<file path="config.mk">
export PLATFORM = sky130hd
export DESIGN_NAME = seqmul_sm
export DESIGN_NICKNAME = d
export VERILOG_FILES = /design/src/rtl/seqmul_pkg.sv /design/src/rtl/seqmul_sm_dp.sv /design/src/rtl/seqmul_sm.sv
export SDC_FILE = /design/constraint.sdc
export NUM_CORES = 1
export LEC_CHECK = 0
export ABC_AREA = 1
export CAP_MARGIN = 10
export CORE_MARGIN = 1
export CORE_UTILIZATION = 25
export DETAILED_ROUTE_END_ITERATION = 6
export PLACE_DENSITY = 0.44
export SLEW_MARGIN = 20
export SYNTH_ARGS = -nofsm -noshare
export SYNTH_HDL_FRONTEND = slang
export SYNTH_HIERARCHICAL = 1
export SYNTH_SLANG_ARGS = --single-unit
</file>
<file path="constraint.sdc">
create_clock -name clk -period 3.35 [get_ports clk]
set_clock_uncertainty 0.1 [all_clocks]
set_input_delay 0.8375 -clock clk [delete_from_list [all_inputs] [get_ports clk]]
set_output_delay 0.8375 -clock clk [all_outputs]
set_load 0.02 [all_outputs]
</file>
<file path="src/rtl/seqmul_pkg.sv">
// seqmul_pkg
// Shared types and width helpers for the sequential sign-magnitude multiplier.
//   - state_t   : controller states IDLE / RUN / DONE
//   - magWidth  : magnitude width M = WIDTH-1
//   - resWidth  : result width 2*M+1 (sign + 2M-bit magnitude)
//   - cntWidth  : step counter width, wide enough to hold 0..M
package seqmul_pkg;

   typedef enum logic [1:0] {
      IDLE = 2'd0,
      RUN  = 2'd1,
      DONE = 2'd2
   } state_t;

   function automatic int magWidth(input int width);
      return width - 1;
   endfunction

   function automatic int resWidth(input int width);
      return 2 * (width - 1) + 1;
   endfunction

   // Counter must reach M, i.e. hold M+1 distinct values (M+1 == width)
   function automatic int cntWidth(input int width);
      return (width <= 2) ? 1 : $clog2(width);
   endfunction

endpackage

</file>
<file path="src/rtl/seqmul_sm_dp.sv">
// seqmul_sm_dp
// Shift-add magnitude datapath: multiplicand register, multiplier shift
// register, 2M-bit accumulator and step counter.
// Ports:
//   clk, rst       : clock, synchronous active-high reset
//   load_i         : latch operand magnitudes, clear accumulator and counter
//   step_i         : perform one shift-add step (or the final aligned step)
//   aMag_i, bMag_i : operand magnitudes (M bits)
//   accNext_o      : accumulator value that will be registered at this edge
//   lastStep_o     : the step taken this cycle completes the product
// Parameter EARLY_TERM enables finishing as soon as the remaining multiplier
// bits are all zero; the accumulator is then shifted into final alignment.
import seqmul_pkg::*;

module seqmul_sm_dp #(
   parameter int WIDTH      = 3,
   parameter bit EARLY_TERM = 1'b0
) (
   input  logic                               clk,
   input  logic                               rst,
   input  logic                               load_i,
   input  logic                               step_i,
   input  logic [magWidth(WIDTH)-1:0]         aMag_i,
   input  logic [magWidth(WIDTH)-1:0]         bMag_i,
   output logic [2*magWidth(WIDTH)-1:0]       accNext_o,
   output logic                               lastStep_o
);

   localparam int M  = magWidth(WIDTH);
   localparam int CW = cntWidth(WIDTH);

   logic [M-1:0]   mcand_q, mcand_d;
   logic [M-1:0]   mplier_q, mplier_d;
   logic [2*M-1:0] acc_q, acc_d;
   logic [CW-1:0]  count_q, count_d;

   logic [M:0]     sum;
   logic [2*M:0]   wide;
   logic [2*M-1:0] shifted;
   logic           restZero;
   logic [CW-1:0]  shamt;

   // One shift-add step: the multiplier LSB selects whether the multiplicand
   // is added into the accumulator high half; the carry and the sum are then
   // shifted right together with the low half.  When early termination fires
   // the untouched remaining steps would only shift, so they are collapsed
   // into one right shift by the number of steps still outstanding.
   always_comb begin
      mcand_d  = mcand_q;
      mplier_d = mplier_q;
      acc_d    = acc_q;
      count_d  = count_q;

      sum      = {1'b0, acc_q[2*M-1:M]} + (mplier_q[0] ? {1'b0, mcand_q} : '0);
      wide     = {sum, acc_q[M-1:0]};
      shifted  = wide[2*M:1];
      restZero = ((mplier_q >> 1) == '0);

      shamt = '0;
      if (EARLY_TERM && restZero) begin
         shamt = CW'(M - 1) - count_q;
      end

      lastStep_o = (count_q == CW'(M - 1)) || (EARLY_TERM && restZero);

      if (load_i) begin
         mcand_d  = aMag_i;
         mplier_d = bMag_i;
         acc_d    = '0;
         count_d  = '0;
      end else if (step_i) begin
         acc_d    = shifted >> shamt;
         mplier_d = mplier_q >> 1;
         count_d  = count_q + CW'(1);
      end

      accNext_o = acc_d;
   end

   // Datapath registers, cleared by reset so an aborted product never leaks
   always_ff @(posedge clk) begin
      if (rst) begin
         mcand_q  <= '0;
         mplier_q <= '0;
         acc_q    <= '0;
         count_q  <= '0;
      end else begin
         mcand_q  <= mcand_d;
         mplier_q <= mplier_d;
         acc_q    <= acc_d;
         count_q  <= count_d;
      end
   end

endmodule

</file>
<file path="src/rtl/seqmul_sm.sv">
// seqmul_sm
// Sequential sign-magnitude multiplier with valid/ready handshakes on the
// operand and result sides.  One multiplier bit is consumed per clock.
// Ports:
//   clk, rst            : clock, synchronous active-high reset
//   in_valid / in_ready : operand handshake (accepted only in IDLE)
//   a, b                : WIDTH-bit sign-magnitude operands
//   out_valid/out_ready : result handshake (result held while in DONE)
//   r                   : product, r[2M] sign, r[2M-1:0] magnitude
//   sf, zf              : sign flag (== r[2M]) and zero flag (r == 0)
//   busy                : high in RUN or DONE
// Build option: define SEQMUL_EARLY_TERM_EN to finish as soon as the
// remaining multiplier bits are zero (latency 2..M+1 edges instead of M+1).
import seqmul_pkg::*;

module seqmul_sm #(
   parameter int WIDTH = 3
) (
   input  logic                  clk,
   input  logic                  rst,
   input  logic                  in_valid,
   output logic                  in_ready,
   input  logic [WIDTH-1:0]      a,
   input  logic [WIDTH-1:0]      b,
   output logic                  out_valid,
   input  logic                  out_ready,
   output logic [2*WIDTH-2:0]    r,
   output logic                  sf,
   output logic                  zf,
   output logic                  busy
);

   localparam int M  = magWidth(WIDTH);
   localparam int RW = resWidth(WIDTH);

`ifdef SEQMUL_EARLY_TERM_EN
   localparam bit EARLY = 1'b1;
`else
   localparam bit EARLY = 1'b0;
`endif

   state_t         state_q, state_d;
   logic           sign_q, sign_d;
   logic [RW-1:0]  r_q, r_d;
   logic           sf_q, sf_d;
   logic           zf_q, zf_d;

   logic           load;
   logic           step;
   logic [2*M-1:0] accNext;
   logic           lastStep;
   logic           magNonZero;

   seqmul_sm_dp #(
      .WIDTH      (WIDTH),
      .EARLY_TERM (EARLY)
   ) u_dp (
      .clk        (clk),
      .rst        (rst),
      .load_i     (load),
      .step_i     (step),
      .aMag_i     (a[WIDTH-2:0]),
      .bMag_i     (b[WIDTH-2:0]),
      .accNext_o  (accNext),
      .lastStep_o (lastStep)
   );

   assign magNonZero = |accNext;

   // Controller: accept in IDLE, step in RUN, hold the result in DONE.
   // The result registers are loaded from the datapath's next accumulator on
   // the final RUN edge, so they change only when DONE is entered and keep
   // their value afterwards.  A zero magnitude forces a positive sign so
   // negative zero is never produced.
   always_comb begin
      state_d = state_q;
      sign_d  = sign_q;
      r_d     = r_q;
      sf_d    = sf_q;
      zf_d    = zf_q;
      load    = 1'b0;
      step    = 1'b0;

      unique case (state_q)
         IDLE: begin
            if (in_valid) begin
               load    = 1'b1;
               sign_d  = a[WIDTH-1] ^ b[WIDTH-1];
               state_d = RUN;
            end
         end
         RUN: begin
            step = 1'b1;
            if (lastStep) begin
               r_d     = {sign_q & magNonZero, accNext};
               sf_d    = sign_q & magNonZero;
               zf_d    = ~magNonZero;
               state_d = DONE;
            end
         end
         DONE: begin
            if (out_ready) begin
               state_d = IDLE;
            end
         end
         default: begin
            state_d = IDLE;
         end
      endcase
   end

   // State and result registers
   always_ff @(posedge clk) begin
      if (rst) begin
         state_q <= IDLE;
         sign_q  <= 1'b0;
         r_q     <= '0;
         sf_q    <= 1'b0;
         zf_q    <= 1'b0;
      end else begin
         state_q <= state_d;
         sign_q  <= sign_d;
         r_q     <= r_d;
         sf_q    <= sf_d;
         zf_q    <= zf_d;
      end
   end

   assign in_ready  = (state_q == IDLE);
   assign out_valid = (state_q == DONE);
   assign busy      = (state_q != IDLE);
   assign r         = r_q;
   assign sf        = sf_q;
   assign zf        = zf_q;

endmodule

</file>
==> results.cfg <==
[power_and_ir_drop]
power_frac_seq = 0.545
p_clk_frac = 0.249
totalPowerFinal_uw = 451
switching_share = 0.283
p_per_area_mw_per_mm2 = 397
ir_drop_mv = 0.117
combPwrFrac = 0.206
p_int_uw = 323
power.leakage_uw = 0.000482
p_switching_uw = 128

[route]
route.antenna.remaining_nets = 0
drcViolationCount = 0
vias_per_cell = 3.99
wirelength_mm = 1.67
dr.pass1.iters = 4
wl_per_cell_microns = 8.89
vias = 750
drt_iter0_drc = 21

[clock_network]
htreeDepth = 1
cts-root-buf = clkbuf_4
clk_pin_slew_ps = 110
cts_setup_buffers = 0
max-clock-path-buffers = 2
cts_made_buffers = 3
clkLatencyLatePin_ps = 290
cts.repair.resized = 0
cts_hold_buffers = 0
cts_tree = built
cts.sinks = 19

[global_routing]
grt_max_degree = 15
grt_overflow = 0
grt_pass1_vias = 677
antenna_found_initial = 0
grt_pass1_wl_mm = 2.79
track_usage = 0.103

[layout]
seq_area_sq_um = 380
fill_cells = 372
final_nets = 156
fin_util = 0.340
diodes = 0
multi_input_area_sq_um = 414
area_growth_pct = 29.5
drive_gt1_frac = 0.127
stdcell_area_sq_mm = 0.00114

[sta]
tns_ps = 0
slew_violations = 0
period_needed_ps = 2380
setup_viol = 0
min_period_over_period = 0.709
rsz0062_at_grt = no
slew_headroom = 0.772
max_slew.worst_pin.slew_ps = 340
fmax_ghz = 0.421
hold_viol = 0

[placed_design]
place.gp.congestion = 0.696
dp_hpwl_mm = 1.36
portBuffers = 19
placed_cell_area_sq_mm = 0.00111

[critical_path]
worstPathRequired_ps = 2410
critPathKind = register to output port
start_kind = register
crit_path_end_kind = output port
arrival_ps = 1440
path_max_fanout = 2

[yosys]
synth_top_family_by_area = simple AND/OR/NAND/NOR gates
synth.yosys.seq_area_share = 0.434
synthesis.nets = 134
ys_types = 21
synthAdderAreaFrac = 0.0514
yosysMostFrequentCell = nand2_1
syn_area_per_cell_sq_um = 7.25
yosys_register_bits = 19
synthCells = 121
synth-async-reset-ratio = 0
synth_commonest_cells = nand2_1 (31), nor2_1 (20), dfxtp_1 (19)
yosysWarnings = 6
synthXorXnorAreaFrac = 0.0200
synth_edf_count = 0
synthMuxAreaShare = 0
synth-compound-area-share = 0.0742
ys.flop_type = dfxtp_1
synth_top_area_share = 0.434
yosys.area.top_type = dfxtp_1
yosys.area_share.simple = 0.327
syn_area_sq_um = 877
ys_top_cells_by_area = dfxtp_1 (43%), nand2_1 (13%), nor2_1 (8.6%)

[die]
core_area_sq_mm = 0.00334
die_h_microns = 61.2
initial_core_util = 0.263
ioPinCount = 20
die_area_sq_mm = 0.00375
dieWidth_microns = 61.2
rows = 21

[hold_path]
hold_path_class = register to register

[run_status]
status = finished clean

[run]
drv_cap = 0
worst max-delay path: stages (launching register included):
cell             delay (ps)
dfxtp_1                 370
inv_2                    50
nor2_1                  110
clkdlybuf4s50_1         620
power groups by stage:
stage / sequential, uW / clock, uW / combinational (uW)
3_3_place_gp: 251 / 0 / 93.7
6_report: 246 / 112 / 92.9
2_1_floorplan: 250 / 0 / 65.7
4_1_cts: 246 / 121 / 94.6
3_5_place_dp: 251 / 0 / 94.4
5_1_grt: 247 / 132 / 107
cell usage in the layout, fill, tap and decap left out, types with 2 or more instances in the layout:
cell,n
a21oi_1,10
clkbuf_4,3
clkdlybuf4s50_1,19
dfxtp_1,19
ha_1,2
inv_1,11
inv_2,5
nand2_1,31
nand2_2,2
nand3_1,3
nor2_1,20
nor2_2,4
nor3_1,2
o21ai_0,3
path summary, 6_finish.rpt:
check	endpoint	cells past startpoint	startpoint	slack (ps)
setup / recovery	out_valid	3	state_q[1]$_SDFFE_PP0P_	970
hold / removal	r[1]$_SDFFE_PP0P_	2	r[1]$_SDFFE_PP0P_	370
setup reg to reg	r[4]$_SDFFE_PP0P_	12	u_dp/mplier_q[0]$_SDFFE_PP0P_	1530
hold reg to reg	r[1]$_SDFFE_PP0P_	2	r[1]$_SDFFE_PP0P_	370
registers in the layout, indices dropped and copies added (netlist names):
| signal | flops |
|---|---|
| r | 5 |
| sign_q | 1 |
| u_dp/mplier_q | 2 |
| u_dp/acc_q | 4 |
| state_q | 2 |
| zf | 1 |
| u_dp/mcand_q | 2 |
| u_dp/count_q | 2 |
logic make-up after synthesis:
kind of cell	count (synthesis)
adder cells (fa/ha/maj)	3
flip-flops	19
XOR/XNOR	2
buffers and inverters	19
AO/OA/AOI/OAI	13
AND/OR/NAND/NOR	65
through the flow:
| step | hold slack (ps) | worst slack, ps | cells |
|---|---|---|---|
| floorplan | 333 | 1620 | 121 |
| global placement | 351 | 1060 | 184 |
| detailed placement | 354 | 1040 | 184 |
| CTS | 371 | 949 | 188 |
| global route | 391 | 891 | 188 |
| finish | 368 | 974 | 188 |
area by class of cell:
cell class | count | share of cell area
multi-input combinational | 83 | 0.365
sequential | 19 | 0.335
inverter | 16 | 0.0529
clock buffer | 4 | 0.0231
timing repair buffer | 20 | 0.174
tap | 46 | 0.0507
routing by layer:
metal  routed length [microns]  GRT usage  up-vias
met5                         0          0        -
met4                        17     0.0390        0
met3                        87     0.0252        2
met2                       785      0.186       20
met1                       782      0.115      318
li1                          -          -      410
Note: power is estimated with default switching activity, not from simulation.
==> variant 1 (config.mk and constraints unchanged) <==
Reset style: asynchronous (`rst`), changed in 2 clocked blocks. Comments in the files are not updated.
--- a/src/rtl/seqmul_sm_dp.sv
+++ b/src/rtl/seqmul_sm_dp.sv
@@ -78,7 +78,7 @@
    end
 
    // Datapath registers, cleared by reset so an aborted product never leaks
-   always_ff @(posedge clk) begin
+   always_ff @(posedge clk or posedge rst) begin
       if (rst) begin
          mcand_q  <= '0;
          mplier_q <= '0;
--- a/src/rtl/seqmul_sm.sv
+++ b/src/rtl/seqmul_sm.sv
@@ -110,7 +110,7 @@
    end
 
    // State and result registers
-   always_ff @(posedge clk) begin
+   always_ff @(posedge clk or posedge rst) begin
       if (rst) begin
          state_q <= IDLE;
          sign_q  <= 1'b0;
Function: differs if rst is asserted again (counterexample within 4 cycles, from zero or initial values and one cycle with rst high); with rst held inactive, the same outputs for 10 cycles.
==> variant 1 against the unedited design <==
- critical path depth down 1
- wire length shrank 3.2%
- synthesized area up 1.1%
- cell count shrank 11%
- sequential cell count unchanged
- setup slack lost 0.11 ns
- worst hold slack gained 0.017 ns
- via count shrank 12%
- register-to-register slack better by 0.02 ns
- global-route usage about the same
- cell area is 1.7% higher
- highest routed layer unchanged
Power is not compared: it rests on default switching activity, and its combinational part moved more than twofold at a synthesized area within 25%.
==> variant 1: results (changes against the unedited design) <==
| Metric | Value |
|---|---|
| Asr flop ratio synth | 1.00 (+1.00) |
| Syn Inst Count | 99 (-18%) |
| Fraction of layout cells with a size suffix above 1 | 0.149 (+0.0220) |
| Leakage | 0.593 nW |
| Critical R2R Capture | r[4] |
| PostCTS Resize Cnt | 0 (unchanged) |
| Maximum vdd drop | roughly 0.00019 V |
| Most instantiated cells after synthesis | nand2_1, dfrtp_1, inv_1 |
| Clk root buf | clkbuf_4 |
| Vias in the first global route | 649 (-4.1%) |
| Worst reg2reg path depth | 10 (-2) |
| Pin count of the biggest net entering global routing | 12 (-3) |
| DRT iter0 DRCs | 16 (-24%) |
| Yosys top cell area share | 0.536 (+0.102) |
| Post-Route WL | 1620 um (-3.2%) |
| Main synth FF type | dfrtp_1 |
| Syn. warnings | 6 (unchanged) |
| Gr usage total | 0.103 (-0.000180) |
| Hold Startpoint | u_dp/mcand_q[0] |
| Max reg flops | 5 (unchanged) |
| Relative slew slack | 0.737 (-0.0350) |
| DRT Pass-1 Iters | 3 (-1) |
| Via/cell ratio | 3.96 (-0.78%) |
| Nets@finish | 135 (-13%) |
| Initial antenna violation count | 0 (unchanged) |
| Antenna diodes | 0 (unchanged) |
| Vias | 661 (-12%) |
| Count of different cell masters after synthesis | 18 (-14%) |
| Worst hold path stage count | 2 (unchanged) |
| Critical Path End | in_ready |
| Hold Path End | u_dp/mcand_q[0] |
| Top cells by area, synth | dfrtp_1, nand2_1, nand3_2, inv_1, ha_1 |
| First-pass GRT wire length | 2750 um (-1.5%) |
| CP max FO | 5 (+3) |
| CTS H-Tree Depth | 1 (unchanged) |
| Syn Nets | 112 (-16%) |
| Clk_lat worst skew | 0.29 ns (about the same) |
| Clock slew at reported path FFs | 0.10 ns |
| CTS max path bufs | 2 (unchanged) |
| Hold WC Path Type | reg -> reg |
| Post-synthesis sequential area ratio | 0.536 (+0.102) |
| TritonCTS buffer count | 3 (unchanged) |
| Post-CTS Setup Bufs | 0 (unchanged) |
| HPWL after DPL | 1260 um (-7.3%) |
| Setup slack, reg-to-reg | 1.55 ns (+0.02 ns) |
| Status | finished, final reports clean |
| Filler Cell Count | 397 (+6.7%) |
| Crit. Startpoint | state_q[0] |
| Routability-driven placement congestion ratio | 0.732 (+5.1%) |
| DP Cell Count | 163 (-11%) |
| Crit path arrival time | 1.55 ns (+0.11 ns) |
| Placed cell areas | 1130 um^2 (+1.6%) |
| Pwr Density | 865 nW/um^2 |
| R2R Path Start | u_dp/mplier_q[0] |
| Port Buffers | 19 (unchanged) |
variant 1: changes by cell type in the layout (fill, tap and decap cells not counted), sizes merged, moves of 3 or more:
| cell | before | now |
|---|---|---|
| nor2 | 25 | 6 |
| dfrtp | 0 | 19 |
| dfxtp | 19 | 0 |
| inv | 16 | 11 |
| nand3 | 3 | 8 |
| a21oi | 10 | 0 |
| nand2 | 34 | 45 |
| nor3 | 3 | 0 |
variant 1: metrics by stage:
stage / hold slack [ns] / setup WS, ns
final: 0.384 / 0.864
after global routing: 0.421 / 0.788
after CTS: 0.388 / 0.829
after detailed placement: 0.360 / 0.999
after global placement: 0.363 / 1.00
after floorplan: 0.342 / 1.53
variant 1: area by class of cell:
type                    count  share of cell area
inverters                  11              0.0379
clock buffers               3              0.0195
repair buffers             19               0.165
multi-input cells          68               0.312
clock inverters             1             0.00433
flip-flops and latches     19               0.412
well taps                  46              0.0498
variant 1: power breakdown:
group          internal, W  switching (W)  total, W  leakage [nW]
combinational     0.000201       0.000301  0.000502         0.326
sequential        0.000321      0.0000616  0.000383         0.250
clock            0.0000444      0.0000703  0.000115        0.0177
total             0.000567       0.000433   0.00100         0.593
variant 1: logic make-up after synthesis:
| family | share of synthesized area |
|---|---|
| adders and majority gates | 0.0508 |
| AOI/OAI and AO/OA | 0.0395 |
| xor gates and xnor gates | 0.00987 |
| DFF | 0.536 |
| and+or+nand+nor | 0.306 |
| buffers and inverters | 0.0578 |
variant 1: layer usage:
layer	part of all wire	vias to the layer above	global-route usage
met3	0.051	2	0.0252
li1	-	353	-
met4	0.0093	0	0.0667
met5	0	-	0
met2	0.45	17	0.154
met1	0.49	289	0.131
variant 1: critical path, cell delays in order (launching register included):
cell and delay (ns):
dfrtp_1 0.46, nor2_2 0.18, clkdlybuf4s50_1 0.62
==> variant 2 (same flow settings) <==
Made on the original files. `WIDTH` is set to 3 in 2 places; all go to 4.
--- a/src/rtl/seqmul_sm_dp.sv
+++ b/src/rtl/seqmul_sm_dp.sv
@@ -13,7 +13,7 @@
 import seqmul_pkg::*;
 
 module seqmul_sm_dp #(
-   parameter int WIDTH      = 3,
+   parameter int WIDTH      = 4,
    parameter bit EARLY_TERM = 1'b0
 ) (
    input  logic                               clk,
--- a/src/rtl/seqmul_sm.sv
+++ b/src/rtl/seqmul_sm.sv
@@ -14,7 +14,7 @@
 import seqmul_pkg::*;
 
 module seqmul_sm #(
-   parameter int WIDTH = 3
+   parameter int WIDTH = 4
 ) (
    input  logic                  clk,
    input  logic                  rst,
Ports: changed (resized a, b and r); port bits go from 20 to 24. No check against the original RTL was run, so the function may have changed too.
==> variant 2 against the unedited design <==
- the flow now finishes with violations (DRC)
- synthesized area rose by 39%
- non-clock buffer count rose by 4
- sequential cell count rose by 6
- first-iteration DRC count grew to 3.2 times the old value
- wire length is 48% higher
- setup slack improved by 0.014 ns
- cell area up 35%
- register-to-register slack got worse by 0.21 ns
- global-route usage is 0.14 points lower
- total power is 39% higher
- count of clock-buffer cells in the layout did not move
- clock power up 61%
- critical path type unchanged
==> variant 2: results (changes against the unedited design) <==
| Metric | Value |
|---|---|
| Status | finished with violations |
| Failing checks | DRC |
| Post-placement worst setup slack | 0.902 ns (-0.135 ns) |
| Residual DRC count | 2 (+2) |
| Critical R2R Capture | r[6] |
| Placed cell areas | 1490 um^2 (+34%) |
| Fraction of layout cells with a size suffix above 1 | 0.117 (-0.00974) |
| Nets@finish | 206 (+32%) |
| Vias in the first global route | 953 (+41%) |
| Maximum vdd drop | 0.000170 V (+45%) |
| Gr usage total | 0.101 (-0.00142) |
| Max reg flops | 7 (+2) |
| First-pass GRT wire length | 4140 um (+49%) |
| Clk root buf | clkbuf_8 |
| Clock slew at reported path FFs | 0.09 ns (-0.02 ns) |
| Hold Path End | u_dp/count_q[0] |
| Period utilisation layout | 0.705 (-0.00430) |
| Leakage | 0.649 nW (+35%) |
| CP max FO | 3 (+1) |
| Routed wl met3 | 29 um (-67%) |
| Compound-Gate Fraction of Synth Area | 0.123 (+0.0486) |
| Power, Total | 0.000628 W (+39%) |
| Hold Startpoint | u_dp/count_q[0] |
| Met1 WL | 1310 um (+68%) |
| HPWL after DPL | 1900 um (+40%) |
-- variant 2: changes by cell type after synthesis, sizes merged --
| cell | before | now |
|---|---|---|
| inv | 16 | 24 |
| clkbuf | 0 | 1 |
| buf | 3 | 5 |
| o21ai | 3 | 9 |
| xnor2 | 1 | 0 |
| nand2 | 34 | 43 |
| ha | 2 | 4 |
| a21oi | 10 | 14 |
| and2 | 0 | 1 |
| dfxtp | 19 | 25 |
| nor3 | 3 | 6 |
| a211oi | 0 | 1 |
| nor2 | 25 | 28 |
-- variant 2: cells by family after synthesis --
logic type               after synthesis
AND/OR/NAND/NOR                       81
adder cells (fa/ha/maj)                5
AO/OA/AOI/OAI                         24
XOR/XNOR                               1
flip-flops                            25
buffers and inverters                 30
-- variant 2: layout make-up --
type,count,area (um^2),area share
tap,67,83.8,0.0546
inverter,24,95.1,0.0619
multi-input combinational,111,574,0.374
timing repair buffer,24,238,0.155
sequential,25,500,0.326
clock buffer,4,45.0,0.0293
